==> src/rtl/booth_product_accumulator.sv <==
// Block accumulator behind the radix-8 Booth multiplier: sums up to ACC_LEN signed
// products, then hands the block sum out over valid/ready. BOOTH_ACC_SAT_EN selects saturation.
module booth_product_accumulator #(
    parameter int N       = 32,
    parameter int PW      = 2 * N,
    parameter int G       = 8,
    parameter int ACC_LEN = 16,
    localparam int ACC_W  = PW + G,
    localparam int CW     = $clog2(ACC_LEN + 1)
) (
    input  logic             clk,
    input  logic             rst,
    input  logic             clr,
    input  logic             in_valid,
    output logic             in_ready,
    input  logic [PW-1:0]    in_product,
    input  logic             in_last,
    output logic             out_valid,
    input  logic             out_ready,
    output logic [ACC_W-1:0] out_acc,
    output logic [CW-1:0]    out_count,
    output logic             out_ovf
);

    typedef enum logic {S_ACC, S_HOLD} state_t;

    state_t            state_q, state_d;
    logic [ACC_W-1:0]  acc_q, acc_d;
    logic [CW-1:0]     cnt_q, cnt_d;
    logic              out_valid_q, out_valid_d;
    logic [ACC_W-1:0]  out_acc_q, out_acc_d;
    logic [CW-1:0]     out_count_q, out_count_d;

    logic [ACC_W-1:0]  addend, sum_raw, sum;
    logic              take, close, drain;

    assign in_ready = rst & (state_q == S_ACC);

    // clr beats both the accept and the handoff, so gate them here once
    assign take  = ~clr & in_valid & in_ready;
    assign close = take & (in_last | (cnt_q == CW'(ACC_LEN - 1)));
    assign drain = ~clr & (state_q == S_HOLD) & out_valid_q & out_ready;

`ifdef BOOTH_ACC_SAT_EN
    logic ovf_add;
    logic ovf_q, ovf_d;
    logic out_ovf_q, out_ovf_d;
`endif

    always_comb begin
        addend  = ACC_W'($signed(in_product));
        sum_raw = acc_q + addend;
`ifdef BOOTH_ACC_SAT_EN
        ovf_add = (acc_q[ACC_W-1] == addend[ACC_W-1]) && (sum_raw[ACC_W-1] != addend[ACC_W-1]);
        if (ovf_add)
            sum = addend[ACC_W-1] ? {1'b1, {(ACC_W-1){1'b0}}} : {1'b0, {(ACC_W-1){1'b1}}};
        else
            sum = sum_raw;
`else
        sum = sum_raw;
`endif
    end

    always_comb begin
        state_d     = state_q;
        acc_d       = acc_q;
        cnt_d       = cnt_q;
        out_valid_d = out_valid_q;
        out_acc_d   = out_acc_q;
        out_count_d = out_count_q;
        if (clr) begin
            state_d     = S_ACC;
            acc_d       = '0;
            cnt_d       = '0;
            out_valid_d = 1'b0;
        end else if (take) begin
            acc_d = sum;
            cnt_d = cnt_q + CW'(1);
            if (close) begin
                state_d     = S_HOLD;
                out_valid_d = 1'b1;
                out_acc_d   = sum;
                out_count_d = cnt_q + CW'(1);
            end
        end else if (drain) begin
            state_d     = S_ACC;
            acc_d       = '0;
            cnt_d       = '0;
            out_valid_d = 1'b0;
        end
    end

    always_ff @(posedge clk or negedge rst) begin
        if (!rst) begin
            state_q     <= S_ACC;
            acc_q       <= '0;
            cnt_q       <= '0;
            out_valid_q <= 1'b0;
            out_acc_q   <= '0;
            out_count_q <= '0;
        end else begin
            state_q     <= state_d;
            acc_q       <= acc_d;
            cnt_q       <= cnt_d;
            out_valid_q <= out_valid_d;
            out_acc_q   <= out_acc_d;
            out_count_q <= out_count_d;
        end
    end

`ifdef BOOTH_ACC_SAT_EN
    // sticky per block; snapshotted into out_ovf on the closing beat
    always_comb begin
        ovf_d     = ovf_q;
        out_ovf_d = out_ovf_q;
        if (clr || drain) begin
            ovf_d = 1'b0;
        end else if (take) begin
            ovf_d = ovf_q | ovf_add;
            if (close)
                out_ovf_d = ovf_q | ovf_add;
        end
    end

    always_ff @(posedge clk or negedge rst) begin
        if (!rst) begin
            ovf_q     <= 1'b0;
            out_ovf_q <= 1'b0;
        end else begin
            ovf_q     <= ovf_d;
            out_ovf_q <= out_ovf_d;
        end
    end

    assign out_ovf = out_ovf_q;
`else
    assign out_ovf = 1'b0;
`endif

    assign out_valid = out_valid_q;
    assign out_acc   = out_acc_q;
    assign out_count = out_count_q;

endmodule
==> config.mk <==
export PLATFORM = sky130hd
export DESIGN_NAME = booth_product_accumulator
export DESIGN_NICKNAME = d
export VERILOG_FILES = /design/src/rtl/booth_product_accumulator.sv
export SDC_FILE = /design/constraint.sdc
export NUM_CORES = 1
export LEC_CHECK = 0
export CAP_MARGIN = 15
export CORE_MARGIN = 2
export CORE_UTILIZATION = 35
export DETAILED_ROUTE_END_ITERATION = 16
export PLACE_DENSITY = 0.62
export SLEW_MARGIN = 20
export SYNTH_ARGS = -nofsm -noshare
export SYNTH_HDL_FRONTEND = slang
export SYNTH_SLANG_ARGS = --single-unit
==> constraint.sdc <==
create_clock -name clk -period 5.15 [get_ports clk]
set_input_delay 1.03 -clock clk [delete_from_list [all_inputs] [get_ports clk]]
set_output_delay 1.03 -clock clk [all_outputs]
set_load 0.02 [all_outputs]
==> impl_summary.log <==
INFO  metric critical_path.endpoint_type = flop
INFO  metric synthToLayoutAreaGrowth = 24.6%
INFO  metric clk_transition_reported_paths = 0.07 ns
INFO  metric route.final.wire_length = 28,700 µm
INFO  metric post_drt_wl_per_cell = about 17 µm
INFO  metric routed-via-count = 8,764
INFO  metric initial_antenna_violation_count = 0
INFO  metric crit_path_start_kind = input pin
INFO  metric start_util = 0.353
INFO  metric num_antenna_cells = 0
INFO  metric first_global_vias = roughly 8,800
INFO  metric max_freq = 0.218 GHz
INFO  metric synth.cell_area = 10,100 µm²
INFO  metric fp.coreArea = 28,500 µm²
INFO  metric pre_cts_slack = 0.165 ns
INFO  metric edff_count_synth = 0
INFO  metric yosysTopAreaCellShare = 0.385
INFO  metric cts_repair_resize_count = 0
INFO  metric synth.largest_area_cell = dfrtp_1
INFO  metric die_w = around 170 µm
INFO  metric dp.final_hpwl = around 21,000 µm
INFO  metric finalHoldViolations = 0
INFO  metric worst-slew-pin-transition = ~1.0 ns
INFO  metric sequential_fraction_of_the_synthesis_area = 0.385
INFO  metric period_minus_slack = 4.59 ns
INFO  metric holdCritPathClass = flop to flop
INFO  metric antenna_left = 0
INFO  metric slew-limit-headroom = 0.312
INFO  metric cts_sinks = roughly 160
INFO  metric final_core_utilization = 0.440
INFO  metric drc = 0
INFO  metric die-area = 30,200 µm²
INFO  metric cellLeakagePower = 5.90 nW
INFO  metric avgViaCountPerCell = roughly 5.2
INFO  metric cts.root.buffer_cell = clkbuf_16
INFO  metric numCtsBuffers = 17
INFO  metric maxSlewViolCount = 0
INFO  metric post_route_cells_drive_above_1_share = 0.0583
INFO  metric rrSetupSlack = 1.24 ns
INFO  metric drt_iter0_drc = roughly 490
INFO  metric fin_skew = between 0.015 and 0.02 ns
INFO  metric worstPathArrival = 4.92 ns
INFO  metric port_buffers = 148
INFO  metric synth.ff_latch_count = between 150 and 200
INFO  metric cts_tree = done
INFO  metric detail_route.first_pass.iterations = 5
INFO  metric fp.dieH = 174 µm
INFO  metric postSynth.asyncResetShare = 1.00
INFO  metric cellPowerDensity = ~340 nW/µm²
INFO  metric fin_ws = 0.556 ns
INFO  metric setup_tns = 0 ns
INFO  metric synthesis.area_per_instance = 8.72 µm²
INFO  metric finalCritPeriodShare = 0.892
INFO  metric run_status = finished clean
INFO  metric synthTopCellsByArea = dfrtp_1, nand2_1, ha_1
INFO  metric grt_overflow_total = 0
INFO  metric timing.critical_path.required = 5.47 ns
INFO  metric worst-path-max-fanout = 3
INFO  metric grt_max_degree = 70
INFO  metric grt_usage = 0.192
INFO  metric netlist-cell-type-count = 63
INFO  metric num_rows = 62
INFO  metric post_cts_hold_buffer_count = 0
INFO  metric postSynthNetCount = 1,300
INFO  metric synth.yosys.warnings = 0
INFO  metric report.final.setup_viol = 0
INFO  metric ctsLongestPathBuffers = 2
INFO  metric nets = roughly 1,400
INFO  metric postCtsSetupBuffers = 0
INFO  metric insertion_delay = 0.44 ns
INFO  metric timing.max_cap.violations = 0
INFO  metric ir_drop = between 0.2 and 0.25 mV
INFO  metric first_pass_grt_wire_length = 46,700 µm
INFO  metric worst-setup-path-type = input pin to flop
INFO  metric place_congestion = 0.887
INFO  metric cts.htree.levels = 4
INFO  metric cells_after_synth = 1,156
INFO  metric rsz0062_at_grt = no
INFO  metric pin_count = 150
INFO  metric dominantRegCellSynth = dfrtp_1
synth_stat cells (all sizes together), types with 2 or more instances:
master,number
a21boi,7
and2,2
nor3,11
ha,73
nand3b,3
o21a,6
and3,7
a22o,63
a211oi,4
o41ai,2
mux2,12
xor2,27
dfrtp,155
or3,5
o21ai,78
a21oi,100
o31ai,5
nand2b,10
clkbuf,55
nand3,9
nor4,2
nor2b,10
nor2,50
xnor2,44
o211ai,5
buf,9
nand2,244
a21o,41
o221ai,4
or2,2
o2bb2ai,2
o31a,3
a31oi,10
a2111oi,3
o21bai,20
inv,26
nand4,29
per-stage QoR:
step	hold WS [ns]	power (W)	area (µm²)	std cells
finish	0.472	0.00433	12600	1671
global route	0.497	0.00457	12600	1671
CTS	0.479	0.00438	12500	1670
detailed placement	0.461	0.00307	11900	1638
global placement	0.459	0.00306	11900	1638
floorplan	0.450	0.00243	10100	1156
layout make-up:
| class | instances | area, µm² |
|---|---|---|
| fillers | 2865 | 16000 |
| multi-input cells | 911 | 5890 |
| flip-flops and latches | 155 | 3880 |
| repair buffers | 163 | 1630 |
| well taps | 384 | 480 |
| clock buffers | 17 | 425 |
| clock inverters | 15 | 163 |
| inverters | 26 | 97.6 |
critical path, stage by stage:
cell	delay [ns]
clkdlybuf4s50_1	0.46
ha_1	0.19
inv_1	0.06
fa_1	0.39
nand2b_1	0.17
a21oi_1	0.26
o211ai_1	0.29
a2111oi_2	0.46
o21ai_0	0.30
a31oi_1	0.41
o221ai_1	0.25
o21ai_0	0.25
xor2_1	0.11
mux2_2	0.27
layer usage:
| layer | routed length, µm | up-vias | GRT usage |
|---|---|---|---|
| met5 | 0 | - | 0 |
| met2 | 12800 | 220 | 0.304 |
| met1 | 13900 | 4138 | 0.266 |
| met3 | 1480 | 39 | 0.0364 |
| met4 | 567 | 0 | 0.0560 |
| li1 | - | 4367 | - |
final timing paths:
check / start / to / depth (start not counted)
max: in_product[0] / out_acc[64] / 14
min: out_acc[27] / out_acc[27] / 2
max reg2reg: acc_q[0] / out_acc[64] / 13
min reg2reg: out_acc[27] / out_acc[27] / 2
max in group asynchronous: rst / acc_q[8] / 2
min in group asynchronous: rst / acc_q[35] / 1
flip-flops by register name, indices dropped and copies added (netlist names):
| signal | flops |
|---|---|
| out_valid | 1 |
| acc_q | 72 |
| out_count | 5 |
| out_acc | 72 |
| cnt_q | 5 |
cells in the final DEF, fill, tap and decap left out, types with 12 or more instances in the layout:
cell,instances
clkbuf_16,17
nand4_1,29
a21o_1,41
xor2_1,27
nor2_1,49
a21oi_1,98
mux2_2,12
o21bai_1,20
clkdlybuf4s50_1,147
buf_4,13
o21ai_0,74
xnor2_1,44
dfrtp_1,155
inv_1,26
ha_1,73
a22o_1,63
nand2_1,244
cell families (layout without fill, tap and decap cells):
| logic type | Yosys count | in the layout | synth area share |
|---|---|---|---|
| fa+ha+maj | 74 | 74 | 0.0926 |
| simple gates | 388 | 388 | 0.167 |
| buf+inv | 90 | 221 | 0.0340 |
| xor+xnor | 71 | 71 | 0.0617 |
| flops | 155 | 155 | 0.385 |
| other cells | 1 | 1 | 0.000372 |
| mux | 13 | 13 | 0.0144 |
| compound gates | 364 | 364 | 0.245 |
where the power goes:
| part | leakage (nW) | switching [W] | internal, W |
|---|---|---|---|
| registers | 2.03 | 0.000120 | 0.00142 |
| clock network | 0.281 | 0.000597 | 0.000685 |
| logic | 3.59 | 0.000838 | 0.000665 |
No activity file was read; power rests on OpenSTA's default activity.
